$ cat src/rtl/dbus_sram_ctrl_pkg.sv
// -----------------------------------------------------------------------------
// dbus_sram_ctrl_pkg
// Shared types and constants for the dbus -> asynchronous SRAM controller.
//   sram_state_t    : controller FSM states (IDLE / ACCESS / DONE)
//   SRAM_CNT_W      : width of the access-time counter
//   SRAM_WAIT_MAX   : largest programmable strobe length in cycles
//   sram_wait_clamp : folds a WAIT_CYCLES parameter into the legal 1..15 range
// -----------------------------------------------------------------------------
package dbus_sram_ctrl_pkg;

  typedef enum logic [1:0] {
    SRAM_IDLE   = 2'd0,
    SRAM_ACCESS = 2'd1,
    SRAM_DONE   = 2'd2
  } sram_state_t;

  localparam int SRAM_CNT_W    = 4;
  localparam int SRAM_WAIT_MAX = 15;

  // An out-of-range strobe length would make the counter wrap or never expire,
  // so the parameter is saturated into 1..SRAM_WAIT_MAX at elaboration.
  function automatic logic [SRAM_CNT_W-1:0] sram_wait_clamp(input int cycles);
    logic [SRAM_CNT_W-1:0] v;
    if (cycles < 32'sd1) begin
      v = SRAM_CNT_W'(1);
    end else if (cycles > SRAM_WAIT_MAX) begin
      v = SRAM_CNT_W'(SRAM_WAIT_MAX);
    end else begin
      v = SRAM_CNT_W'(cycles);
    end
    return v;
  endfunction

endpackage

$ cat src/rtl/dbus_sram_ctrl_wait_timer.sv
// -----------------------------------------------------------------------------
// sram_wait_timer
// Load/decrement counter timing how long the SRAM strobe stays asserted.
// Ports:
//   clk, rst  : clock and asynchronous active-high reset
//   load      : load load_val into the counter (has priority over dec)
//   load_val  : strobe length in cycles
//   dec       : decrement by one (saturates at zero)
//   cnt       : current count
//   last      : high while cnt == 1, i.e. the final strobe cycle
// -----------------------------------------------------------------------------
module sram_wait_timer
  import dbus_sram_ctrl_pkg::*;
(
  input  logic                  clk,
  input  logic                  rst,
  input  logic                  load,
  input  logic [SRAM_CNT_W-1:0] load_val,
  input  logic                  dec,
  output logic [SRAM_CNT_W-1:0] cnt,
  output logic                  last
);

  logic [SRAM_CNT_W-1:0] cnt_d;
  logic [SRAM_CNT_W-1:0] cnt_q;

  // Next-count selection: load wins, otherwise count down without wrapping.
  always_comb begin
    cnt_d = cnt_q;
    if (load) begin
      cnt_d = load_val;
    end else if (dec && (cnt_q != SRAM_CNT_W'(0))) begin
      cnt_d = cnt_q - SRAM_CNT_W'(1);
    end else begin
      cnt_d = cnt_q;
    end
  end

  // Counter register.
  always_ff @(posedge clk or posedge rst) begin
    if (rst) begin
      cnt_q <= SRAM_CNT_W'(0);
    end else begin
      cnt_q <= cnt_d;
    end
  end

  assign cnt  = cnt_q;
  assign last = (cnt_q == SRAM_CNT_W'(1));

endmodule

$ cat src/rtl/dbus_sram_ctrl.sv
// -----------------------------------------------------------------------------
// dbus_sram_ctrl
// Bridges the naive_mips dbus data port to one 32-bit asynchronous SRAM bank
// (two 16-bit chips sharing address/control) with a programmable strobe time.
// dbus_stall holds the CPU MEM stage until the access completes.
//
// Parameters:
//   ADDR_W      : SRAM word-address width, sram_addr = dbus_address[ADDR_W+1:2]
//   WAIT_CYCLES : cycles the SRAM strobe is held (1..15)
// Ports:
//   clk, rst               : clock, asynchronous active-high reset
//   dbus_address/byteenable/read/write/wrdata : CPU request, held while stalled
//   dbus_rddata            : registered read data, held until the next read
//   dbus_stall             : combinational stall back to the CPU
//   sram_addr, sram_be_n   : registered word address / active-low byte lanes
//   sram_ce_n/oe_n/we_n    : registered active-low strobes
//   sram_dq_o, sram_dq_oe  : registered write data and pad drive enable
//   sram_dq_i              : pad read data
//
// Build option:
//   DBUS_SRAM_CTRL_POSTED_WRITE_EN - when defined, a write accepted in IDLE is
//   posted (no stall); any request that arrives while it is still in flight
//   stalls until the controller is back in IDLE. When undefined, every write
//   blocks exactly like a read.
// -----------------------------------------------------------------------------
module dbus_sram_ctrl
  import dbus_sram_ctrl_pkg::*;
#(
  parameter int ADDR_W      = 20,
  parameter int WAIT_CYCLES = 2
) (
  input  logic              clk,
  input  logic              rst,
  input  logic [31:0]       dbus_address,
  input  logic [3:0]        dbus_byteenable,
  input  logic              dbus_read,
  input  logic              dbus_write,
  input  logic [31:0]       dbus_wrdata,
  output logic [31:0]       dbus_rddata,
  output logic              dbus_stall,
  output logic [ADDR_W-1:0] sram_addr,
  output logic [3:0]        sram_be_n,
  output logic              sram_ce_n,
  output logic              sram_oe_n,
  output logic              sram_we_n,
  output logic [31:0]       sram_dq_o,
  output logic              sram_dq_oe,
  input  logic [31:0]       sram_dq_i
);

  localparam logic [SRAM_CNT_W-1:0] WAIT_LOAD = sram_wait_clamp(WAIT_CYCLES);

  sram_state_t           state_d,   state_q;
  logic                  is_wr_d,   is_wr_q;
  logic                  posted_d,  posted_q;
  logic [ADDR_W-1:0]     addr_d,    addr_q;
  logic [3:0]            be_n_d,    be_n_q;
  logic [31:0]           dq_o_d,    dq_o_q;
  logic [31:0]           rddata_d,  rddata_q;
  logic                  ce_n_d,    ce_n_q;
  logic                  oe_n_d,    oe_n_q;
  logic                  we_n_d,    we_n_q;
  logic                  dq_oe_d,   dq_oe_q;

  logic                  req_s;
  logic                  timer_load_s;
  logic                  timer_dec_s;
  logic                  timer_last_s;
  logic [SRAM_CNT_W-1:0] timer_cnt_s;
  logic                  unused_s;

  assign req_s = dbus_read | dbus_write;

  // Address bits outside the SRAM word range and the raw count are not needed.
  assign unused_s = ^{dbus_address[31:ADDR_W+2], dbus_address[1:0], timer_cnt_s};

  sram_wait_timer u_timer (
    .clk      (clk),
    .rst      (rst),
    .load     (timer_load_s),
    .load_val (WAIT_LOAD),
    .dec      (timer_dec_s),
    .cnt      (timer_cnt_s),
    .last     (timer_last_s)
  );

  // FSM next state plus capture of the request and of the read data.
  always_comb begin
    state_d      = state_q;
    is_wr_d      = is_wr_q;
    posted_d     = posted_q;
    addr_d       = addr_q;
    be_n_d       = be_n_q;
    dq_o_d       = dq_o_q;
    rddata_d     = rddata_q;
    timer_load_s = 1'b0;
    timer_dec_s  = 1'b0;
    case (state_q)
      SRAM_IDLE: begin
        if (req_s) begin
          // Write wins when both request lines are high.
          is_wr_d      = dbus_write;
          addr_d       = dbus_address[ADDR_W+1:2];
          be_n_d       = ~dbus_byteenable;
          dq_o_d       = dbus_wrdata;
          timer_load_s = 1'b1;
          state_d      = SRAM_ACCESS;
`ifdef DBUS_SRAM_CTRL_POSTED_WRITE_EN
          posted_d     = dbus_write;
`else
          posted_d     = 1'b0;
`endif
        end else begin
          state_d = SRAM_IDLE;
        end
      end
      SRAM_ACCESS: begin
        timer_dec_s = 1'b1;
        if (timer_last_s) begin
          state_d = SRAM_DONE;
          // Sample the pads on the final strobe edge while OE is still low.
          if (!is_wr_q) begin
            rddata_d = sram_dq_i;
          end else begin
            rddata_d = rddata_q;
          end
        end else begin
          state_d = SRAM_ACCESS;
        end
      end
      SRAM_DONE: begin
        state_d  = SRAM_IDLE;
        posted_d = 1'b0;
      end
      default: begin
        state_d  = SRAM_IDLE;
        posted_d = 1'b0;
      end
    endcase
  end

  // Strobes are decoded from the next state so they come straight off flops.
  always_comb begin
    ce_n_d  = ~(state_d == SRAM_ACCESS);
    oe_n_d  = ~((state_d == SRAM_ACCESS) & ~is_wr_d);
    we_n_d  = ~((state_d == SRAM_ACCESS) &  is_wr_d);
    dq_oe_d =  (state_d == SRAM_ACCESS) &  is_wr_d;
  end

  // State, request capture and pad registers.
  always_ff @(posedge clk or posedge rst) begin
    if (rst) begin
      state_q  <= SRAM_IDLE;
      is_wr_q  <= 1'b0;
      posted_q <= 1'b0;
      addr_q   <= {ADDR_W{1'b0}};
      be_n_q   <= 4'hF;
      dq_o_q   <= 32'h0000_0000;
      rddata_q <= 32'h0000_0000;
      ce_n_q   <= 1'b1;
      oe_n_q   <= 1'b1;
      we_n_q   <= 1'b1;
      dq_oe_q  <= 1'b0;
    end else begin
      state_q  <= state_d;
      is_wr_q  <= is_wr_d;
      posted_q <= posted_d;
      addr_q   <= addr_d;
      be_n_q   <= be_n_d;
      dq_o_q   <= dq_o_d;
      rddata_q <= rddata_d;
      ce_n_q   <= ce_n_d;
      oe_n_q   <= oe_n_d;
      we_n_q   <= we_n_d;
      dq_oe_q  <= dq_oe_d;
    end
  end

  // Stall releases in DONE of a blocking access; a posted write in flight
  // keeps DONE stalled for whatever request follows it.
`ifdef DBUS_SRAM_CTRL_POSTED_WRITE_EN
  assign dbus_stall = req_s
                    & ~((state_q == SRAM_DONE) & ~posted_q)
                    & ~((state_q == SRAM_IDLE) & dbus_write);
`else
  assign dbus_stall = req_s & ~((state_q == SRAM_DONE) & ~posted_q);
`endif

  assign dbus_rddata = rddata_q;
  assign sram_addr   = addr_q;
  assign sram_be_n   = be_n_q;
  assign sram_dq_o   = dq_o_q;
  assign sram_ce_n   = ce_n_q;
  assign sram_oe_n   = oe_n_q;
  assign sram_we_n   = we_n_q;
  assign sram_dq_oe  = dq_oe_q;

endmodule
$ cat config.mk
export PLATFORM = sky130hd
export DESIGN_NAME = dbus_sram_ctrl
export DESIGN_NICKNAME = d
export VERILOG_FILES = /design/src/rtl/dbus_sram_ctrl_pkg.sv /design/src/rtl/dbus_sram_ctrl_wait_timer.sv /design/src/rtl/dbus_sram_ctrl.sv
export SDC_FILE = /design/constraint.sdc
export NUM_CORES = 1
export LEC_CHECK = 0
export ABC_AREA = 0
export CAP_MARGIN = 20
export CORE_UTILIZATION = 43
export CTS_BUF_LIST = sky130_fd_sc_hd__clkbuf_4 sky130_fd_sc_hd__clkbuf_8 sky130_fd_sc_hd__clkbuf_16
export CTS_CLUSTER_SIZE = 28
export DETAILED_ROUTE_END_ITERATION = 10
export GPL_ROUTABILITY_DRIVEN = 0
export PLACE_DENSITY = 0.82
export SYNTH_ARGS = -nofsm -noshare
export SYNTH_HDL_FRONTEND = slang
export SYNTH_SLANG_ARGS = --single-unit
$ cat constraint.sdc
create_clock -name clk -period 6.57 [get_ports clk]
set_input_delay 1.6425 -clock clk [delete_from_list [all_inputs] [get_ports clk]]
set_output_delay 1.6425 -clock clk [all_outputs]
set_load 0.05 [all_outputs]
-- Yosys cells after proc, flatten, opt, wreduce, memory -nomap -nowiden
Index checks and enable logic that the tools add are counted.
- bitwise gates (word level): 14
- reduce and logical (&&, ||, !) cells: 7
- mux-type cells: 12
- add/sub/neg operators: 1
- equal/unequal tests: 5
- operators with widths (cell ; count):
    $mux W4 ; 2
    $not A1 Y1 ; 8
    $mux W1 ; 7
    $and A1 B1 Y1 ; 4
    $eq A2 B1 Y1 const B ; 2
    $eq A4 B1 Y1 const B ; 1
    $not A4 Y4 ; 1
    $pmux W2 S2 ; 1
    $reduce_and A2 Y1 ; 2
    $reduce_bool A4 Y1 ; 1
    $sub A4 B1 Y4 const B ; 1
    $reduce_and A3 Y1 ; 1
    $eq A2 B2 Y1 const B ; 1
    $logic_not A2 Y1 ; 1
    $mux W2 ; 1
    $ne A2 B2 Y1 const B ; 1
    $pmux W1 S2 ; 1
    $reduce_bool A2 Y1 ; 1
    $logic_and A1 B1 Y1 ; 1
    $or A1 B1 Y1 ; 1
- register bits after elaboration: 100
- word-level logic and storage cells: 51
- output and inout bits: 93
- input bits: 104

-- Depth between registers and ports, before layout
- word-level depth: 6
- gate-level depth with buffers: 7
- gate-level depth less buffers: 5

-- Modules after synthesis
A second synthesis with hierarchy kept.
- cell total of the unflattened synthesis: 254
- area, all modules: 4063.9 um^2
- by module, submodules not included (module ; area an instance (um^2) ; instances ; cells an instance ; sequential area each (um^2)):
    dbus_sram_ctrl ; 3777.4 ; 1 ; 224 ; 2386.0
    sram_wait_timer ; 286.5 ; 1 ; 30 ; 100.1

-- Worst setup path before layout
No wires, ideal clock.
- path kind: input port to output port
- from: input dbus_write
- to: output dbus_stall
- required time: 4.927 ns
- data arrival time: 2.673 ns
- slack: 2.255 ns
- buffers on the path: 1
- stages: 3
- cell sequence: nor2_1 > clkbuf_1 > a21oi_1
- longest elaborated chain between the ends: 2
- ends and longest elaborated chain (what ; RTL line ; source):
    start, declared ; dbus_sram_ctrl.sv:37 ; input logic dbus_write,
    $or A1 B1 Y1 ; dbus_sram_ctrl.sv:72 ; assign req_s = dbus_read | dbus_write;
    $and A1 B1 Y1 ; dbus_sram_ctrl.sv:186 ; assign dbus_stall = req_s & ~((state_q == SRAM_DONE) & ~posted_q);
    end, declared ; dbus_sram_ctrl.sv:40 ; output logic dbus_stall,
No other way between the ends.

-- Worst setup path after layout
Ends and elaborated chain as after synthesis.

==> impl_results.md <==
- Synth Instances: 241
- Worst-path clk slew: roughly 90 ps
- Worst slew pin tran: 1030 ps
- FMAX: 0.201 GHz
- Row cnt: 34
- Syn_nets: 347
- Hold Fails Final Rpt: 0
- Final ANT Viol Nets: 0
- Fillers: 644
- Initial antenna violation count: 0
- Most common cell after layout, fill and taps aside: clkdlybuf4s50_1
- Fin. max-slew vios: 0
- Critical Path RT: 4930 ps
- Largest net degree at the start of global routing: 53
- First-pass GRT wire length: 14600 um
- Status: complete, but fails checks
- Worst-Skew Late Latency: 360 ps
- Syn Std Cell Area: about 3900 um^2
- Routed wire length: 9130 um
- Design Area, Final: ~6000 um^2
- Tmin final: 4970 ps
- Final setup vio count: 0
- Vias: roughly 2700
- CTS resizes: 0
- I/O Pins: 197
- Final setup skew: 17.2 ps
- Commonest non-fill, non-tap cells in the layout: clkdlybuf4s50_1, dfrtp_1, mux2_2
- Initial core utilization: 44.7%
- WP data arrival: 3320 ps
- Core Box Area: between 8000 and 9000 um^2
- Vias per inst: 4.91
- Cell count after placement: about 520
- Hold Path Class: reg -> reg
- Sequential fraction of the synthesis area: 63.1%
- CP startpoint kind: input port
- Final Cycle Share: 75.6%
- Setup TNS: 0 ps
- GR Overflow Total: 0
- Worst setup EP type: output pin
- Initial DRC count: 79
- Count of different cell masters after synthesis: 27
- RSZ-0062 raised after global routing: no
- Ant diodes: 0
- Max cap viols: 0
- Vias in the first global route: 2833
- Number of remaining DRC errors: 32
- CTS H-Tree Depth: 3
- Die X: 97.7 um
- Share of cells above drive strength 1: 27.1%
- CTS tree: yes
- Num CTS Buffers: 9
- DR WL/cell: around 17 um
- Root buf cell: clkbuf_8
- Dpl hpwl: roughly 6900 um
- Synth Area per Inst: 16.3 um^2
- Warning count from the yosys run: 0
- Bufs on Longest Clock Path: 2
- Die Area: 9540 um^2
- Gr usage total: 19.9%
- Die extent in y: ~98 um
- Cell Area, Placed: 5840 um^2
- Yosys reg bits: 99
- Failing checks: design-rule violations
- Pre-Repair DR Iteration Count: 7
- Port Buffer Count: 184
- Nets: between 500 and 600
- Rel. slew slack: 31.2%
- Post-cts hold buffer count: 0
- TritonCTS Sinks: 99
- Post-Layout Cell Count: 540
- Crit path max fanout: 14
- Critical path type: in -> out
- # Post-CTS Setup Buffers: 0
- Area Overhead vs Synth: 52.9%
-- layout make-up --
| type | instances | area (um^2) | area share [%] |
|---|---|---|---|
| repair buffers | 187 | 1860 | 31.0 |
| clock buffers | 9 | 124 | 2.06 |
| flip-flops and latches | 99 | 2490 | 41.3 |
| inverters | 8 | 32.5 | 0.540 |
| clock inverters | 7 | 60.1 | 0.997 |
| multi-input cells | 122 | 1320 | 21.9 |
| well taps | 108 | 135 | 2.24 |
-- logic make-up after synthesis --
family	count (synthesis)	share of synthesized area, %
adder cells (fa/ha/maj)	2	0.635
flip-flops	99	63.1
buffers and inverters	20	3.50
AO/OA/AOI/OAI	17	2.64
multiplexers	86	27.4
AND/OR/NAND/NOR	17	2.70
-- stage by stage --
step / hold WS, ps / utilization [%] / worst slack, ps
finish: 503 / 68.4 / 1600
detailed placement: 492 / 66.3 / 1620
floorplan: 493 / - / 2250
global placement: 487 / 66.3 / 1610
global route: 522 / 68.4 / 1540
CTS: 507 / 68.4 / 1600
-- routing by layer --
metal | global-route usage, % | vias to the layer above | share of wire, %
met1 | 24.0 | 1311 | 40
met5 | 0 | - | 0
met3 | 5.32 | 12 | 7.2
met2 | 34.4 | 117 | 51
met4 | 6.88 | 0 | 1.4
li1 | - | 1214 | -
-- synthesized netlist by cell type --
cell type / count / share of area, %
a21oi_1: 3 / 0.38
and2_1: 1 / 0.16
buf_12: 3 / 1.5
buf_2: 5 / 0.64
buf_6: 1 / 0.29
clkbuf_1: 3 / 0.29
dfrtp_1: 92 / 58
dfstp_2: 7 / 4.7
ha_1: 2 / 0.64
inv_1: 8 / 0.76
mux2_2: 54 / 15
mux2_4: 30 / 11
mux2i_1: 2 / 0.51
nand2_1: 1 / 0.095
nand2b_1: 2 / 0.32
nor2_1: 3 / 0.29
nor2_2: 1 / 0.16
nor3b_1: 3 / 0.57
nor4_1: 1 / 0.16
o21ai_0: 7 / 0.89
o221a_2: 1 / 0.29
o22ai_1: 2 / 0.32
o31ai_1: 4 / 0.76
or2_2: 2 / 0.32
or3_1: 1 / 0.16
or3b_1: 1 / 0.22
or4b_2: 1 / 0.25
-- flip-flops by register name (all words and copies together) (netlist names), 2 cells and up --
name / cells
u_timer.cnt: 4
sram_addr: 20
state_q: 2
sram_be_n: 4
sram_dq_o: 32
dbus_rddata: 32
-- path summary, 6_finish.rpt --
| path | startpoint | endpoint | slack [ps] | cells after the start |
|---|---|---|---|---|
| setup reg to reg | state_q[0] | sram_dq_o[24] | 4070 | 4 |
| hold / removal | sram_be_n[3] | sram_be_n[3] | 500 | 2 |
| hold reg to reg | sram_be_n[3] | sram_be_n[3] | 500 | 2 |
| setup / recovery | dbus_write | dbus_stall | 1600 | 5 |
| min in group asynchronous | rst | dbus_rddata[25] | 1690 | 2 |
| max in group asynchronous | rst | sram_dq_o[13] | 3780 | 3 |
-- worst max-delay path: stages --
cell             delay (ps)
clkdlybuf4s50_1         480
nor2_1                   60
buf_4                   180
a21oi_1                 120
clkdlybuf4s50_1         820
Power is left out: the tool's default activity adds up to more than one toggle a clock period on the data nets, which glitch-free logic cannot reach.
